$ cat config.mk
export PLATFORM = sky130hd
export DESIGN_NAME = pc_next_gen
export DESIGN_NICKNAME = d
export VERILOG_FILES = /design/src/rtl/pc_next_gen.sv
export SDC_FILE = /design/constraint.sdc
export NUM_CORES = 1
export LEC_CHECK = 0
export ABC_AREA = 1
export CORE_ASPECT_RATIO = 0.7
export CORE_MARGIN = 2
export CORE_UTILIZATION = 53
export DETAILED_ROUTE_END_ITERATION = 6
export PLACE_DENSITY_LB_ADDON = 0.2
export SETUP_SLACK_MARGIN = 0.05
export SLEW_MARGIN = 40
export SYNTH_ARGS = -nofsm -noshare
export SYNTH_HDL_FRONTEND = slang
export SYNTH_SLANG_ARGS = --single-unit
$ cat constraint.sdc
create_clock -name clk -period 2.5 [get_ports clk]
set_input_delay 0.375 -clock clk [delete_from_list [all_inputs] [get_ports clk]]
set_output_delay 0.375 -clock clk [all_outputs]
set_load 0.1 [all_outputs]
$ cat src/rtl/pc_next_gen.sv
// Next-fetch-PC generator: picks the next fetch address from exception,
// branch misprediction, predicted-taken D-stage branch or sequential PC,
// and buffers the highest-priority redirect while fetch is stalled.
module pc_next_gen (
    input  logic        clk,
    input  logic        rst,
    input  logic        stallF,
    input  logic        branchD,
    input  logic        pred_takeD,
    input  logic [31:0] pcD,
    input  logic [31:0] immD,
    input  logic        branchM,
    input  logic        pred_takeM,
    input  logic        actual_takeM,
    input  logic [31:0] pcM,
    input  logic [31:0] branch_targetM,
    input  logic        except_flush,
    input  logic [31:0] except_pc,
    output logic [31:0] pcF,
    output logic        inst_req,
    output logic        mispredictM,
    output logic        flush_req
);

    typedef enum logic [1:0] {
        BOOT = 2'd0,
        RUN  = 2'd1,
        HOLD = 2'd2
    } state_t;

    localparam logic [31:0] RESET_PC  = 32'hBFC0_0000;

    // Redirect priorities; a larger value outranks a smaller one.
    localparam logic [1:0]  PRIO_NONE = 2'd0;
    localparam logic [1:0]  PRIO_BRD  = 2'd1;
    localparam logic [1:0]  PRIO_MIS  = 2'd2;
    localparam logic [1:0]  PRIO_EXC  = 2'd3;

    state_t      r_state;
    state_t      w_nextState;
    logic [31:0] r_pcF;
    logic [31:0] w_nextPc;
    logic [31:0] r_pendingPc;
    logic [31:0] w_nextPendingPc;
    logic [1:0]  r_pendingPrio;
    logic [1:0]  w_nextPendingPrio;

    logic [31:0] w_seqPc;
    logic [31:0] w_predTargetD;
    logic [31:0] w_correctPc;
    logic        w_mispredict;
    logic        w_predTakenD;
    logic [31:0] w_redirPc;
    logic [1:0]  w_redirPrio;
    logic        w_redirValid;
    logic        w_redirOutranks;

    assign w_seqPc       = r_pcF + 32'd4;
    assign w_predTargetD = pcD + 32'd4 + {immD[29:0], 2'b00};
    // The delay slot is already fetched, so the not-taken path resumes at pcM + 8.
    assign w_correctPc   = actual_takeM ? branch_targetM : (pcM + 32'd8);
    assign w_mispredict  = branchM & (pred_takeM ^ actual_takeM);
    // A D-stage prediction is on the wrong path when M mispredicts; it is ignored then.
    assign w_predTakenD  = branchD & pred_takeD & ~w_mispredict;

    assign mispredictM   = w_mispredict;
    assign flush_req     = w_mispredict | except_flush;
    assign pcF           = r_pcF;

    // Fixed-priority redirect select; the sequential PC is the fallback and never counts as a redirect.
    always_comb begin
        w_redirPc   = w_seqPc;
        w_redirPrio = PRIO_NONE;
        if (except_flush) begin
            w_redirPc   = except_pc;
            w_redirPrio = PRIO_EXC;
        end else if (w_mispredict) begin
            w_redirPc   = w_correctPc;
            w_redirPrio = PRIO_MIS;
        end else if (w_predTakenD) begin
            w_redirPc   = w_predTargetD;
            w_redirPrio = PRIO_BRD;
        end
    end

    assign w_redirValid    = (w_redirPrio != PRIO_NONE);
    assign w_redirOutranks = w_redirValid && (w_redirPrio >= r_pendingPrio);

    // Next-state, next-PC and pending-entry logic for the BOOT/RUN/HOLD machine.
    always_comb begin
        w_nextState       = r_state;
        w_nextPc          = r_pcF;
        w_nextPendingPc   = r_pendingPc;
        w_nextPendingPrio = r_pendingPrio;
        inst_req          = 1'b0;
        case (r_state)
            BOOT: begin
                w_nextState = RUN;
            end
            RUN: begin
                inst_req = 1'b1;
                if (!stallF) begin
                    w_nextPc = w_redirPc;
                end else if (w_redirValid) begin
                    w_nextPendingPc   = w_redirPc;
                    w_nextPendingPrio = w_redirPrio;
                    w_nextState       = HOLD;
                end
            end
            HOLD: begin
                inst_req = 1'b1;
                if (stallF) begin
                    if (w_redirOutranks) begin
                        w_nextPendingPc   = w_redirPc;
                        w_nextPendingPrio = w_redirPrio;
                    end
                end else begin
                    w_nextPc          = w_redirOutranks ? w_redirPc : r_pendingPc;
                    w_nextPendingPc   = 32'd0;
                    w_nextPendingPrio = PRIO_NONE;
                    w_nextState       = RUN;
                end
            end
            default: begin
                w_nextState = BOOT;
            end
        endcase
    end

    // State register; reset returns to BOOT immediately.
    always_ff @(posedge clk or negedge rst) begin
        if (!rst) begin
            r_state <= BOOT;
        end else begin
            r_state <= w_nextState;
        end
    end

    // Fetch PC and pending-redirect registers; reset drops any pending redirect at once.
    always_ff @(posedge clk or negedge rst) begin
        if (!rst) begin
            r_pcF         <= RESET_PC;
            r_pendingPc   <= 32'd0;
            r_pendingPrio <= PRIO_NONE;
        end else begin
            r_pcF         <= w_nextPc;
            r_pendingPc   <= w_nextPendingPc;
            r_pendingPrio <= w_nextPendingPrio;
        end
    end

endmodule

==> results.cfg, run 1 <==
[sta]
worst_endpoint_kind = register data pin
worst_endpoint = r_pendingPc[26]$_DFFE_PN0P_/D

[synthesis]
seq_area_frac_synth = 0.191
synth_xor_area_frac = 0.0244
postSynth.topFlopCell = sky130_fd_sc_hd__dfrtp_1
syn_inst = 1562
yosys.area_share.simple = 0.431
ys_async_sr_fraction = 1.00
area_fraction_in_compound_gates_after_synthesis = 0.149
synth_seq_cells = 68
mappedNetlistNets = 1797
post_synth.cell_area_avg_sq_um = 5.74
synth_cell_type_count = 55
post_synth_mux_area_share = 0.00223
main_combinational_cell_family_by_area_after_synthesis = simple AND/OR/NAND/NOR gates
ys_warn_count = 0
synth-edff-count = 0
post_synth_fa_ha_maj_area_fraction = 0.0929
syn_area_sq_um = 8970

[die]
num_io_pins = 204
core.rowCount = 39
die_width_microns = 160
die_h_microns = 113
initial_utilization = 0.546

[placement]
portBuffers = 201
place_ws_ns = -0.749
hpwl_mm = 30.7
routabilityCongestion = 1.09

[global_routing]
gr-usage-all-layers = 1.07
grt.overflow.total = 2137
grt_max_degree = 35

[clock_tree]
cts.sinks = 68
clockBufferDepth = 2
cts.root.buffer_cell = sky130_fd_sc_hd__clkbuf_16
htreeDepth = 3
cts_made_buffers = 9

[outcome]
outcome = did not finish
toolErrorMsg = [ERROR GRT-0232] Routing congestion too high. Check the congestion heatmap in the GUI.
flow.stopped_at = global routing (5_1_grt)
## cells by family after synthesis
logic type / Yosys count
buffers and inverters: 252
flip-flops: 68
multiplexers: 2
AO/OA/AOI/OAI: 236
AND/OR/NAND/NOR: 913
adder cells (fa/ha/maj): 66
XOR/XNOR: 25
## stage by stage
step	cell area [sq um]	TNS [ns]	cells
CTS	14500	0	2196
detailed placement	12900	-36.37	2169
global placement	12900	-30.99	2169
floorplan	9090	-2.43	1562
## layer usage
layer  global-route usage  overflow
met1                0.894        35
met2                 1.45      1594
met3                0.832        50
met4                 1.22       446
met5                0.615        12
## cell usage after synthesis, types with 8 or more instances
library cell,instances,area (sq um)
sky130_fd_sc_hd__or2_0,9,56.3
sky130_fd_sc_hd__nand2_1,510,1910
sky130_fd_sc_hd__xor2_1,13,114
sky130_fd_sc_hd__nand3_1,164,821
sky130_fd_sc_hd__inv_1,192,721
sky130_fd_sc_hd__o21bai_1,9,67.6
sky130_fd_sc_hd__clkbuf_1,25,93.8
sky130_fd_sc_hd__a21oi_1,127,636
sky130_fd_sc_hd__nor2_1,150,563
sky130_fd_sc_hd__or2_2,8,50.1
sky130_fd_sc_hd__a21boi_1,12,90.1
sky130_fd_sc_hd__o21ai_1,13,65.1
sky130_fd_sc_hd__ha_1,65,813
sky130_fd_sc_hd__dfstp_2,9,236
sky130_fd_sc_hd__a31oi_1,9,56.3
sky130_fd_sc_hd__buf_2,15,75.1
sky130_fd_sc_hd__o21ai_0,33,165
sky130_fd_sc_hd__nand4_1,19,119
sky130_fd_sc_hd__xnor2_1,12,105
sky130_fd_sc_hd__nor3_1,30,150
sky130_fd_sc_hd__dfrtp_1,59,1480
## what timing repair did
item                       in CTS
hold buffers                    0
gates resized for setup       293
buffers inserted               11
pin swaps                     143
setup endpoints to repair      66
gates cloned                    0
==> run 2: changes to the inputs <==
--- a/config.mk
+++ b/config.mk
@@ -6,12 +6,10 @@
 export NUM_CORES = 1
 export LEC_CHECK = 0
 export ABC_AREA = 1
-export CORE_ASPECT_RATIO = 0.7
 export CORE_MARGIN = 2
-export CORE_UTILIZATION = 53
+export CORE_UTILIZATION = 40
 export DETAILED_ROUTE_END_ITERATION = 6
-export PLACE_DENSITY_LB_ADDON = 0.2
-export SETUP_SLACK_MARGIN = 0.05
+export PLACE_DENSITY_LB_ADDON = 0.15
 export SLEW_MARGIN = 40
 export SYNTH_ARGS = -nofsm -noshare
 export SYNTH_HDL_FRONTEND = slang
==> run 2 against run 1 <==
Net effect:
- the run now ends clean
- synthesized area did not move
- synthesized cell count unchanged
==> results.cfg, run 2 <==
[synthesis]
synth_cell_type_count = 55
syn_inst = 1562
synth-edff-count = 0
ys_warn_count = 0
mappedNetlistNets = 1797
most_instantiated_library_cell_after_synthesis = sky130_fd_sc_hd__nand2_1
syn_area_sq_um = 8970
synth_top_cell_area_share = 0.213
ys_top_cells_by_area = sky130_fd_sc_hd__nand2_1 21%, sky130_fd_sc_hd__dfrtp_1 16%, sky130_fd_sc_hd__nand3_1 9.1%
ys_async_sr_fraction = 1.00
yosys-top-cells-count = 510 x sky130_fd_sc_hd__nand2_1, 192 x sky130_fd_sc_hd__inv_1, 164 x sky130_fd_sc_hd__nand3_1, 150 x sky130_fd_sc_hd__nor2_1, 127 x sky130_fd_sc_hd__a21oi_1
postSynth.topFlopCell = sky130_fd_sc_hd__dfrtp_1
synth_largest_area_cell = sky130_fd_sc_hd__nand2_1
post_synth.cell_area_avg_sq_um = 5.74
seq_area_frac_synth = 0.191
synth_seq_cells = 68

[finish]
final.fill_count = 1910
utilization = 0.691
layout.cells.most_common_list = 390 x sky130_fd_sc_hd__nand2_1, 238 x sky130_fd_sc_hd__buf_4, 168 x sky130_fd_sc_hd__inv_1
insertedDiodeCount = 0
final_nets = 2190
mostFrequentLayoutCell = sky130_fd_sc_hd__nand2_1
areaGrowthSynthToFinish_pct = 68.7
drive_above_1_share = 0.332

[clock_tree]
clockBufferDepth = 2
clk_pin_slew_worst_paths_ns = 0.06
cts.root.buffer_cell = sky130_fd_sc_hd__clkbuf_16
cts_made_buffers = 9
clock_latency_ns = 0.35
cts_tree = yes
htreeDepth = 3
cts.sinks = 68

[drt]
number_of_optimization_iterations_in_the_first_detailed_route_pass = 6
average_via_count_per_standard_cell = 5.42
wire_per_inst_microns = 18.4
num_vias = 12135
drc = 0
route.final.wire_length_mm = 41.2
drt_first_iter_violations = 942
route.antenna.remaining_nets = 0

[sta]
slew-limit-headroom = 0.590
grt_setup_unrepaired = yes
final_min_period_over_clock_period = 0.991
slew_violations = 0
worst_pin_slew_ns = 0.614
final.min_clock_period_ns = 2.48
maxClockFrequency_mhz = 404
fin_tns_setup_ns = 0
finalHoldViolations = 0
clock_skew_ns = 0.00751
setup_violations = 0

[global_routing]
globalRouteMet1Util = 0.423
grt.overflow.total = 0
globalRoute.busiestLayer = met2
met3_usage = 0.0197
grt_first_pass_wirelength_mm = 61.1
grt_max_degree = 40
via_count_of_the_first_global_routing_pass = 11605
antenna_found_initial = 0
gr-usage-all-layers = 0.325
groute.layer.met2.usage = 0.578

[die]
die_width_microns = 154
die_h_microns = 154
die_area_sq_um = 23600
core.rowCount = 54
design.core.area_sq_um = 21900
initial_utilization = 0.410
num_io_pins = 204

[worst_setup_path]
startpoint_type = input port
worst_setup_path_end_kind = register
cp_data_arrival_time_ns = 2.71
worst_path_most_repeated_cell = sky130_fd_sc_hd__nand2_1
timing_worst_setup_path_type = input port to register
critical_path.cell_chain = clkdlybuf4s50_1, ha_4, ha_4, nand2_1, nand2_1, nand2_1, nand2_2, a21oi_2, nand3_2, nand2_1, nand3_2, nand2_1, nand2_1, nand2_2, nand2_2, a21oi_2, a21oi_2
max_stage_delay_ns = 0.50
crit_path_max_fanout = 4
critical-path-slowest-cell = sky130_fd_sc_hd__clkdlybuf4s50_1
crit_required_ns = 2.73

[worst_hold_path]
hold_class = input port to asynchronous set/reset pin

[outcome]
outcome = finished, final reports clean

[placement]
routabilityCongestion = 0.951
portBuffers = 201
hpwl_mm = 30.4

[pwr]
leakage_uw = 0.00756
max-vdd-ir-drop_uv = 1840
cellPowerDensity_nw_per_um2 = 873

[run]
max_cap_viol_count = 0
run 2: through the flow:
stage	hold WS [ns]	setup WS (ns)	instance area [sq um]	instances	total power, uW
3_3_place_gp	0.379	-0.697	12900	2208	10600
2_1_floorplan	0.0794	-0.0881	9090	1562	7870
6_report	0.00681	0.0233	15100	2240	13200
4_1_cts	0.0144	-0.000682	14100	2232	12600
5_1_grt	0.0372	-0.118	15100	2240	14000
3_5_place_dp	0.381	-0.710	12900	2208	10700
run 2: logic make-up (layout without fill, tap and decap cells):
kind of cell,count (synthesis),after routing,synth area share
AOI/OAI and AO/OA,236,236,0.149
xor gates and xnor gates,25,25,0.0244
adders and majority gates,66,66,0.0929
buffers and inverters,252,650,0.110
DFF,68,68,0.191
muxes,2,2,0.00223
and+or+nand+nor,913,913,0.431
run 2: per-layer routing:
layer | share of wire | routed length, microns | vias to the layer above
met5 | 0 | 0 | -
met4 | 0.042 | 1720 | 0
met3 | 0.050 | 2080 | 92
met2 | 0.49 | 20300 | 458
met1 | 0.41 | 17100 | 5738
li1 | - | - | 5847
run 2: final timing paths:
check                             endpoint  slack [ns]  cells after the start             from
max in group asynchronous   r_pendingPc[5]        1.64                      3              rst
min in group clk           r_pendingPc[17]        0.48                      2  r_pendingPc[17]
hold reg to reg            r_pendingPc[17]        0.48                      2  r_pendingPc[17]
setup / recovery           r_pendingPc[26]        0.02                     17         immD[21]
hold / removal             r_pendingPc[27]       0.007                      1              rst
setup reg to reg           r_pendingPc[20]        0.27                     13           pcF[3]
run 2: area by class of cell:
class                   instances  area (sq um)  share of cell area
inverters                     203           769              0.0508
repair buffers                431          3910               0.258
well taps                     280           350              0.0231
clock buffers                   9           225              0.0149
multi-input cells            1242          8040               0.531
clock inverters                 7           123             0.00810
flip-flops and latches         68          1720               0.113
run 2: power by group:
group,leakage [uW],internal (uW),switching (uW)
clock network,0.000163,982,542
logic,0.00664,3280,6160
registers,0.000757,1730,519
run 2: timing repair:
action / 4_1_cts / 5_1_grt
endpoints found under the setup margin: 51 / 52
gates resized for setup: 187 / 258
hold buffers: 0 / 0
pin swaps: 77 / 120
setup buffers: 9 / 9
run 2: critical path: cells and delay by family:
kind,cells,cell delay (ns)
buffers and inverters,1,0.50
AO/OA/AOI/OAI,3,0.38
adder cells (fa/ha/maj),2,0.49
AND/OR/NAND/NOR,11,0.97
Note: power is estimated with default switching activity, not from simulation.
